**src/rtl/ntt_pkg.sv**
```systemverilog
// Shared types and constant-evaluation helpers for the sequenced NTT.
// FSM encoding, bit reversal, modular arithmetic and twiddle generation.
package ntt_pkg;

  typedef enum logic [1:0] {
    ST_LOAD  = 2'd0,
    ST_CALC  = 2'd1,
    ST_DRAIN = 2'd2
  } state_t;

  function automatic int unsigned clog2(input int unsigned x);
    int unsigned r;
    r = 0;
    for (int b = 0; b < 32; b++) begin
      if ((64'd1 << b) < 64'(x)) r = 32'(b + 1);
    end
    return r;
  endfunction

  function automatic int unsigned bitrev(input int unsigned x, input int unsigned bits);
    int unsigned r;
    r = 0;
    for (int b = 0; b < 32; b++) begin
      if (32'(b) < bits) r = r | (((x >> b) & 32'd1) << (bits - 1 - 32'(b)));
    end
    return r;
  endfunction

  function automatic int unsigned mod_add(input int unsigned a, input int unsigned b,
                                          input int unsigned q);
    longint unsigned s;
    s = 64'(a) + 64'(b);
    if (s >= 64'(q)) s = s - 64'(q);
    return 32'(s);
  endfunction

  function automatic int unsigned mod_sub(input int unsigned a, input int unsigned b,
                                          input int unsigned q);
    longint unsigned s;
    s = 64'(a) + 64'(q) - 64'(b);
    if (s >= 64'(q)) s = s - 64'(q);
    return 32'(s);
  endfunction

  function automatic int unsigned mod_mul(input int unsigned a, input int unsigned b,
                                          input int unsigned q);
    longint unsigned p;
    p = (64'(a) * 64'(b)) % 64'(q);
    return 32'(p);
  endfunction

  // Entry t of the twiddle table, ROOT^t mod Q
  function automatic int unsigned twiddle(input int unsigned root, input int unsigned q,
                                          input int unsigned t);
    int unsigned r;
    r = 1;
    for (int unsigned i = 0; i < t; i++) r = mod_mul(r, root, q);
    return r;
  endfunction

endpackage

```
**src/rtl/ntt_butterfly.sv**
```systemverilog
// Cooley-Tukey butterfly: (u, v, w) -> (u + v*w, u - v*w) mod Q, purely combinational.
module ntt_butterfly #(
  parameter int N = 9,
  parameter int Q = 257
) (
  input  logic [N-1:0] i_u,
  input  logic [N-1:0] i_v,
  input  logic [N-1:0] i_w,
  output logic [N-1:0] o_x,
  output logic [N-1:0] o_y
);

  localparam logic [2*N-1:0] QP  = (2*N)'(Q);
  localparam logic [N:0]     QN1 = (N+1)'(Q);

  logic [2*N-1:0] w_prod;
  logic [2*N-1:0] w_prod_r;
  logic [N-1:0]   w_vw;
  logic [N:0]     w_sum;
  logic [N:0]     w_sum_r;
  logic [N:0]     w_dif;
  logic [N:0]     w_dif_r;

  assign w_prod   = {{N{1'b0}}, i_v} * {{N{1'b0}}, i_w};
  assign w_prod_r = w_prod % QP;
  assign w_vw     = w_prod_r[N-1:0];

  // Both operands are below Q, so one conditional subtract fully reduces
  assign w_sum   = {1'b0, i_u} + {1'b0, w_vw};
  assign w_sum_r = (w_sum >= QN1) ? (w_sum - QN1) : w_sum;
  assign w_dif   = {1'b0, i_u} + QN1 - {1'b0, w_vw};
  assign w_dif_r = (w_dif >= QN1) ? (w_dif - QN1) : w_dif;

  assign o_x = w_sum_r[N-1:0];
  assign o_y = w_dif_r[N-1:0];

endmodule

```
**src/rtl/ntt_seq.sv**
```systemverilog
// Iterative radix-2 NTT sequencer: load in bit-reversed order, one butterfly per cycle, drain.
// Optional input reduction mod Q under NTT_SEQ_IN_REDUCE_EN.
//
//   state    | meaning
//   ---------+-----------------------------------------------------------
//   ST_LOAD  | accept D coefficients, store coefficient c at bitrev(c)
//   ST_CALC  | one butterfly per cycle over log2(D) stages
//   ST_DRAIN | stream A[0..D-1] out under out_ready back-pressure
module ntt_seq
  import ntt_pkg::*;
#(
  parameter int N    = 9,
  parameter int D    = 8,
  parameter int Q    = 257,
  parameter int ROOT = 4
) (
  input  logic         clk,
  input  logic         rst_n,
  input  logic         in_valid,
  output logic         in_ready,
  input  logic [N-1:0] in_data,
  output logic         out_valid,
  input  logic         out_ready,
  output logic [N-1:0] out_data,
  output logic         busy,
  output logic         done
);

  localparam int LG    = int'(clog2(D));
  localparam int AW    = LG;
  localparam int XW    = LG + 1;
  localparam int TW_AW = (LG > 1) ? LG - 1 : 1;
  localparam logic [AW-1:0] LAST = AW'(D - 1);

  state_t        r_state;
  logic [AW-1:0] r_cnt_in;
  logic [AW-1:0] r_cnt_out;
  logic [AW-1:0] r_stage;
  logic [AW-1:0] r_grp;
  logic [AW-1:0] r_j;
  logic [N-1:0]  r_mem [D];

  logic [N-1:0]  w_tw_tab [D/2];
  logic [XW-1:0] w_half;
  logic [XW-1:0] w_grp_nx;
  logic [AW-1:0] w_i;
  logic [AW-1:0] w_ih;
  logic [AW-1:0] w_tw_sh;
  logic [AW-1:0] w_tw_idx;
  logic          w_j_last;
  logic          w_grp_last;
  logic          w_stage_last;
  logic [31:0]   w_brev_full;
  logic [AW-1:0] w_wr_addr;
  logic [N-1:0]  w_in_val;
  logic [N-1:0]  w_u;
  logic [N-1:0]  w_v;
  logic [N-1:0]  w_w;
  logic [N-1:0]  w_x;
  logic [N-1:0]  w_y;

  for (genvar t = 0; t < D/2; t++) begin : g_tw
    localparam int unsigned TV = twiddle(ROOT, Q, t);
    assign w_tw_tab[t] = TV[N-1:0];
  end

  // Butterfly addressing: i = g + j, partner i + half, twiddle index j * D/(2*half)
  assign w_half       = XW'(1) << r_stage;
  assign w_i          = r_grp + r_j;
  assign w_ih         = w_i + w_half[AW-1:0];
  assign w_tw_sh      = AW'(LG - 1) - r_stage;
  assign w_tw_idx     = r_j << w_tw_sh;
  assign w_grp_nx     = {1'b0, r_grp} + (w_half << 1);
  assign w_j_last     = (r_j == (w_half[AW-1:0] - AW'(1)));
  assign w_grp_last   = (w_grp_nx == XW'(D));
  assign w_stage_last = (r_stage == AW'(LG - 1));

  assign w_brev_full = bitrev(32'(r_cnt_in), LG);
  assign w_wr_addr   = w_brev_full[AW-1:0];

`ifdef NTT_SEQ_IN_REDUCE_EN
  localparam logic [N-1:0] QN = N'(Q);
  assign w_in_val = in_data % QN;
`else
  assign w_in_val = in_data;
`endif

  assign w_u = r_mem[w_i];
  assign w_v = r_mem[w_ih];
  assign w_w = w_tw_tab[w_tw_idx[TW_AW-1:0]];

  ntt_butterfly #(.N(N), .Q(Q)) u_bfly (
    .i_u (w_u),
    .i_v (w_v),
    .i_w (w_w),
    .o_x (w_x),
    .o_y (w_y)
  );

  always_ff @(posedge clk) begin
    if (!rst_n) begin
      r_state   <= ST_LOAD;
      r_cnt_in  <= '0;
      r_cnt_out <= '0;
      r_stage   <= '0;
      r_grp     <= '0;
      r_j       <= '0;
      for (int a = 0; a < D; a++) r_mem[a] <= '0;
    end else begin
      case (r_state)
        ST_LOAD: begin
          if (in_valid) begin
            r_mem[w_wr_addr] <= w_in_val;
            if (r_cnt_in == LAST) begin
              r_cnt_in <= '0;
              r_state  <= ST_CALC;
            end else begin
              r_cnt_in <= r_cnt_in + AW'(1);
            end
          end
        end
        ST_CALC: begin
          r_mem[w_i]  <= w_x;
          r_mem[w_ih] <= w_y;
          if (w_j_last) begin
            r_j <= '0;
            if (w_grp_last) begin
              r_grp <= '0;
              if (w_stage_last) begin
                r_stage <= '0;
                r_state <= ST_DRAIN;
              end else begin
                r_stage <= r_stage + AW'(1);
              end
            end else begin
              r_grp <= w_grp_nx[AW-1:0];
            end
          end else begin
            r_j <= r_j + AW'(1);
          end
        end
        ST_DRAIN: begin
          if (out_ready) begin
            if (r_cnt_out == LAST) begin
              r_cnt_out <= '0;
              r_state   <= ST_LOAD;
            end else begin
              r_cnt_out <= r_cnt_out + AW'(1);
            end
          end
        end
        default: r_state <= ST_LOAD;
      endcase
    end
  end

  // done marks the final output handshake itself, so in_ready follows one cycle later
  assign in_ready  = (r_state == ST_LOAD);
  assign out_valid = (r_state == ST_DRAIN);
  assign busy      = (r_state == ST_CALC) || (r_state == ST_DRAIN);
  assign done      = (r_state == ST_DRAIN) && out_ready && (r_cnt_out == LAST);
  assign out_data  = r_mem[r_cnt_out];

endmodule

```
**config.mk**
```make
export PLATFORM = sky130hd
export DESIGN_NAME = ntt_seq
export DESIGN_NICKNAME = d
export VERILOG_FILES = /design/src/rtl/ntt_pkg.sv /design/src/rtl/ntt_butterfly.sv /design/src/rtl/ntt_seq.sv
export SDC_FILE = /design/constraint.sdc
export NUM_CORES = 1
export LEC_CHECK = 0
export CAP_MARGIN = 0
export CORE_ASPECT_RATIO = 0.5
export CORE_UTILIZATION = 60
export DETAILED_ROUTE_END_ITERATION = 10
export GPL_TIMING_DRIVEN = 0
export HOLD_SLACK_MARGIN = 0.15
export PLACE_DENSITY = 0.8
export SETUP_SLACK_MARGIN = 0.4
export SLEW_MARGIN = 10
export SYNTH_ARGS = -nofsm -noshare
export SYNTH_HDL_FRONTEND = slang
export SYNTH_SLANG_ARGS = --single-unit
```
**constraint.sdc**
```tcl
create_clock -name clk -period 20.4 [get_ports clk]
set_input_delay 2.04 -clock clk [delete_from_list [all_inputs] [get_ports clk]]
set_output_delay 2.04 -clock clk [all_outputs]
set_load 0.02 [all_outputs]
```
# Word-level counts from Yosys, hierarchy flattened
# Memories as Yosys holds them, arrays and structs flattened. A register that Yosys moved wholly into a read port is not among the register bits.
# Index checks and enable logic that the tools add are counted.
# classes
addsub	14
mul	1
n_div	1
order_cmp	3
eq_ne	14
shifts	2
n_mux	37
n_bitwise	3
n_reduce_logical	12
# ops
cell	count
9-bit two-way mux	7
3-bit two-way mux	10
9-bit OR reduction	3
10-bit by 9-bit greater-or-equal comparator with 1-bit output, second input constant	2
9-bit binary-select mux with 2-bit select	1
18-bit by 9-bit modulo with 18-bit output, second input constant	1
9-bit by 9-bit multiplier with 18-bit output	1
9-bit subtractor, second input constant	2
2-bit two-way mux	7
3-bit by 1-bit adder with 3-bit output, second input constant	4
1-bit two-way mux	11
9-bit by 9-bit adder with 10-bit output	1
9-bit by 9-bit adder with 10-bit output, second input constant	1
10-bit by 9-bit subtractor with 10-bit output	1
2-bit != test, second input constant	4
7-bit AND reduction	1
3-bit adder	2
3-bit == test, second input constant	2
2-bit by 1-bit != test with 1-bit output, second input constant	3
2-bit case mux with 3 select lines	1
2-bit AND reduction	3
3-bit by 4-bit adder with 4-bit output	1
4-bit == test, second input constant	1
3-bit by 2-bit == test with 1-bit output, second input constant	1
other kinds (15)	16
# totals
register_bits	17
ram_bits	72
inputBits	13
elab_cells	94
n_memories	1
# memory_table
memory	depth	width	rd	rd_ports_with_merged_regs	write_ports	line	source
r_mem	8	9	3	1	8	ntt_seq.sv:41	logic [N-1:0] r_mem [D];

# Depth between registers and ports, before layout
# Gate-level depths: netlist of the first run.
# depth
ltp_word	12
depth_mapped	75
ltp_nobuf	68

# Cells and area by module
# From an unflattened synthesis of the first run, not the netlist that was laid out.
# hier_totals
hier_cells	1534
area_unflattened_um2	13466.7
# by_module_without_submodules
module	n_inst	cells_per_inst	area_each_um2
ntt_butterfly	1	962	7193.1
ntt_seq	1	572	6273.5

# Worst setup path after synthesis of the first run
# No wires, ideal clock.
# synth_timing
kind	reg2reg
start	register r_j[0]
end	memory r_mem[1][7], data pin
setup_ns	0.281
arrival_time_ns	16.958
t_required_ns	20.119
setup_slack_ns	3.161
stages_incl_launch_ff	65
n_path_buf	5
synth_period_minus_slack_ns	17.239
path_cell_list	dfxtp_1 -> buf_1 -> clkbuf_1 -> nand2_1 -> fa_1 -> xnor2_1 -> xor2_1 -> clkbuf_1 -> mux4_2 -> mux2i_1 -> nor2_1 -> ha_1 -> ha_1 -> ha_1 -> fa_1 -> ha_1 -> inv_1 -> fa_1 -> [29 not listed] -> or2_1 -> buf_2 -> mux2i_1 -> ha_1 -> ha_1 -> fa_1 -> a21oi_1 -> nor2_1 -> nor2_1 -> xnor2_1 -> nor2b_1 -> and3b_1 -> nand3_1 -> o21ai_0 -> a2111oi_0 -> nand3_1 -> xnor2_1 -> o22ai_1
# synth_rtl
item	line	source
start, declared	ntt_seq.sv:40	logic [AW-1:0] r_j;
start signal, assigned	ntt_seq.sv:139	r_j <= r_j + AW'(1);
end, declared	ntt_seq.sv:41	

==> metrics.md, run 1 <==
| Metric | Value |
|---|---|
| Worst min path class | `flop to flop` |
| Sequential power share | `32.9%` |
| Most frequent cells in the layout | `122 x nor2_1, 89 x ha_1, 80 x nand2_1, 80 x o22ai_1, 72 x edfxtp_1` |
| Simple-gate share of the synthesized area | `18.3%` |
| Post-synth cell types | `104` |
| Clock Path Buffers | `2` |
| First-pass GRT wire length | `53.5 mm` |
| CP Launch Type | `flop` |
| Final period utilization | `93.7%` |
| CP dominant cell by count | `ha_1` |
| Clock Power Share | `25.9%` |
| Final Skew | `13.6 ps` |
| Total of max-cap violations | `0` |
| Gpl congestion | `0.997` |
| Outcome | `finished clean` |
| Root buf cell | `clkbuf_16` |
| Pre-antenna DRT Iters | `8` |
| Total gr overflow | `0` |
| Slew Viols, Final | `0` |
| Cell Area, Synth | `11600 um^2` |
| Placed inst area | `12200 um^2` |
| # DRC | `0` |
| Setup Viol. Count Final | `0` |
| Post-synth ARST share | `0%` |
| Relative slew slack | `29.4%` |
| Die X | `199 um` |
| Switching share of power | `40.5%` |
| Fill cell count | `1452` |
| CP max FO | `10` |
| Fmax | `52.3 MHz` |
| Final non-filler cell total | `1582` |
| CTS tree | `built` |
| Post-synthesis compound-gate area fraction | `22.6%` |
| Internal Power | `386 uW` |
| Vias per Instance | `7.01` |
| Number of antenna violations at the first check in global routing | `0` |
| Final ANT Viol Nets | `0` |
| Cell Pwr Density | `51.0 nW/um^2` |
| R2r setup slk | `1290 ps` |
| Post-synthesis mux area share | `15.4%` |
| Buf/Inv on CP | `9` |
| Final net count | `1436` |
| Seq cells post-synth | `91` |
| Largest family of logic cells by synthesized area | `compound AO/OA/AOI/OAI gates` |
| Multi-input combinational cell area | `8800 um^2` |
| Post-Route WL | `33.3 mm` |
| Area delta synth->final | `9.62%` |
| Hold_ws | `495 ps` |
| Final core occ | `68.2%` |
| FP Rows | `35` |
| Die Y | `100 um` |
| Starting Density | `62.2%` |
| Full die area | `19900 um^2` |
| Slowest cell on crit path | `or4_4` |
| CTS hold repair buffers | `0` |
| Logic gate share of total power | `41.2%` |
| Post-Synthesis Cells | `1278` |
| CP Class | `flop to flop` |
| Critical path capture point type | `flop` |
| Main synth FF type | `edfxtp_1` |
| Largest stage delay on the critical path | `610 ps` |
| YS warnings | `0` |
| Net count after synthesis | `1396` |
| Placed Cells | `1562` |
| # IOs | `26` |
| Crit path time final | `19110 ps` |
| Clk sinks | `91` |
| Most common cell after layout, fill and taps aside | `nor2_1` |
| Syn Area/Cell | `9.08 um^2` |
| Max IR drop VDD | `0.0865 mV` |
| Place WS | `-357 ps` |
| Core area | `18700 um^2` |
| Wirelength per Cell | `21.1 um` |
| Setup ws final | `1290 ps` |
| Antenna diodes | `0` |
| Layout cells sized above 1 | `15.2%` |
| Number of synthesized flops with an enable pin | `72` |
| Total CTS buffers | `9` |
| Finished Cell Area | `12700 um^2` |
| Worst-Skew Late Latency | `360 ps` |
| Tot GR Track Use | `33.5%` |
| Crit path max-delay family | `compound AO/OA/AOI/OAI gates` |
| Largest net degree at the start of global routing | `19` |
| Post-synthesis xor/xnor area fraction | `5.27%` |
| # H-tree levels | `3` |
| Least-Margin Pin Slew | `1030 ps` |
| Crit path DAT | `19160 ps` |
| Worst EP required | `20460 ps` |
| Psw | `263 uW` |
| Initial DRC Count | `1332` |
| Sequential element share of the synthesized area | `21.9%` |
| RSZ-0062 raised after global routing | `false` |
| Detailed Place HPWL | `25.8 mm` |
| Vias | `11097` |
| Final hold violation count | `0` |
| Register Area | `2540 um^2` |
| Synth Area in Adders | `12.4%` |
| PortBufs | `25` |
| Clock-pin slew on the worst setup and hold paths | `70 ps` |
| Lkg Pwr | `4.88 nW` |
| Vias in the first global route | `10526` |
==> synth_stat cells, types with 13 or more instances <==
library cell,n,share of area (%)
xor2_1,19,1.4
nand2_1,80,2.6
xnor2_1,49,3.7
ha_1,89,9.6
and2_1,16,0.86
o22ai_1,80,4.3
nor3_1,23,0.99
o21a_1,16,1.0
a21oi_1,73,3.1
o21bai_1,13,0.84
mux2_2,25,2.4
clkbuf_1,35,1.1
inv_1,64,2.1
nand3_1,49,2.1
mux2i_1,26,2.2
nor2_1,122,3.9
edfxtp_1,72,19
mux4_2,54,10
nor2b_1,14,0.75
fa_1,16,2.8
dfxtp_1,19,3.3
buf_2,15,0.65
nor4_1,13,0.70
o21ai_0,38,1.6
==> cell families after synthesis <==
family                     Yosys count
and+or+nand+nor                    412
AOI/OAI and AO/OA                  371
buffers and inverters              121
muxes                              107
adders and majority gates          106
DFF                                 91
xor gates and xnor gates            69
other                                1
==> sequential cells by signal (all words and copies together), names as in the netlist, named ones only <==
register and cells:
r_state 2, r_cnt_out 3, r_grp 2, r_stage 3, r_cnt_in 3, r_mem 72, r_j 3
==> power groups by stage <==
stage                     combinational (mW)  sequential [mW]  clock (mW)
after floorplan                        0.172            0.214           0
after global placement                 0.223            0.216           0
after detailed placement               0.228            0.217           0
after CTS                              0.235            0.213       0.166
after global routing                   0.285            0.214       0.172
final                                  0.267            0.214       0.168
==> worst min-delay path: stages, from the launching register on <==
cell,delay [ps]
dfxtp_1,320
nand2_1,50
a21oi_1,70
==> final timing paths <==
| path | start | endpoint | cells after the start |
|---|---|---|---|
| max | r_j[0] | r_mem[3][2] | 65 |
| min | r_cnt_out[1] | r_cnt_out[1] | 2 |
| max reg2reg | r_j[0] | r_mem[3][2] | 65 |
| min reg2reg | r_cnt_out[1] | r_cnt_out[1] | 2 |
==> layout make-up <==
type	count	share of cell area [%]
Tap cell	259	2.55
Inverter	65	1.92
Timing Repair Buffer	29	2.20
Clock buffer	9	1.77
Clock inverter	7	0.511
Multi-Input combinational cell	1066	69.2
Buffer	56	1.89
Sequential cell	91	20.0
==> metrics by stage <==
stage / TNS (ps) / total power, mW
6_report: 0 / 0.649
5_1_grt: 0 / 0.671
4_1_cts: 0 / 0.614
3_5_place_dp: -5400 / 0.445
3_3_place_gp: -231 / 0.439
2_1_floorplan: 0 / 0.385
==> what timing repair did <==
action	in CTS	in global routing
setup buffers	0	4
cloned	0	0
pin swaps	0	2
resized for setup	8	37
setup endpoints to repair	64	72
==> per-layer routing <==
layer / vias to the layer above / GRT usage, % / wire [um]
met5: - / 0 / 0
met4: 0 / 10.2 / 1040
met3: 148 / 5.58 / 3570
met2: 734 / 55.6 / 15100
met1: 5209 / 45.3 / 13600
li1: 5006 / - / -
Note: power is estimated with default switching activity, not from simulation.
==> run 2: changes to the inputs <==
CTS_CLUSTER_DIAMETER = 50   (was default)
==> results of run 2 <==
The final DEF is identical to that of run 1; final timing and power are the same.
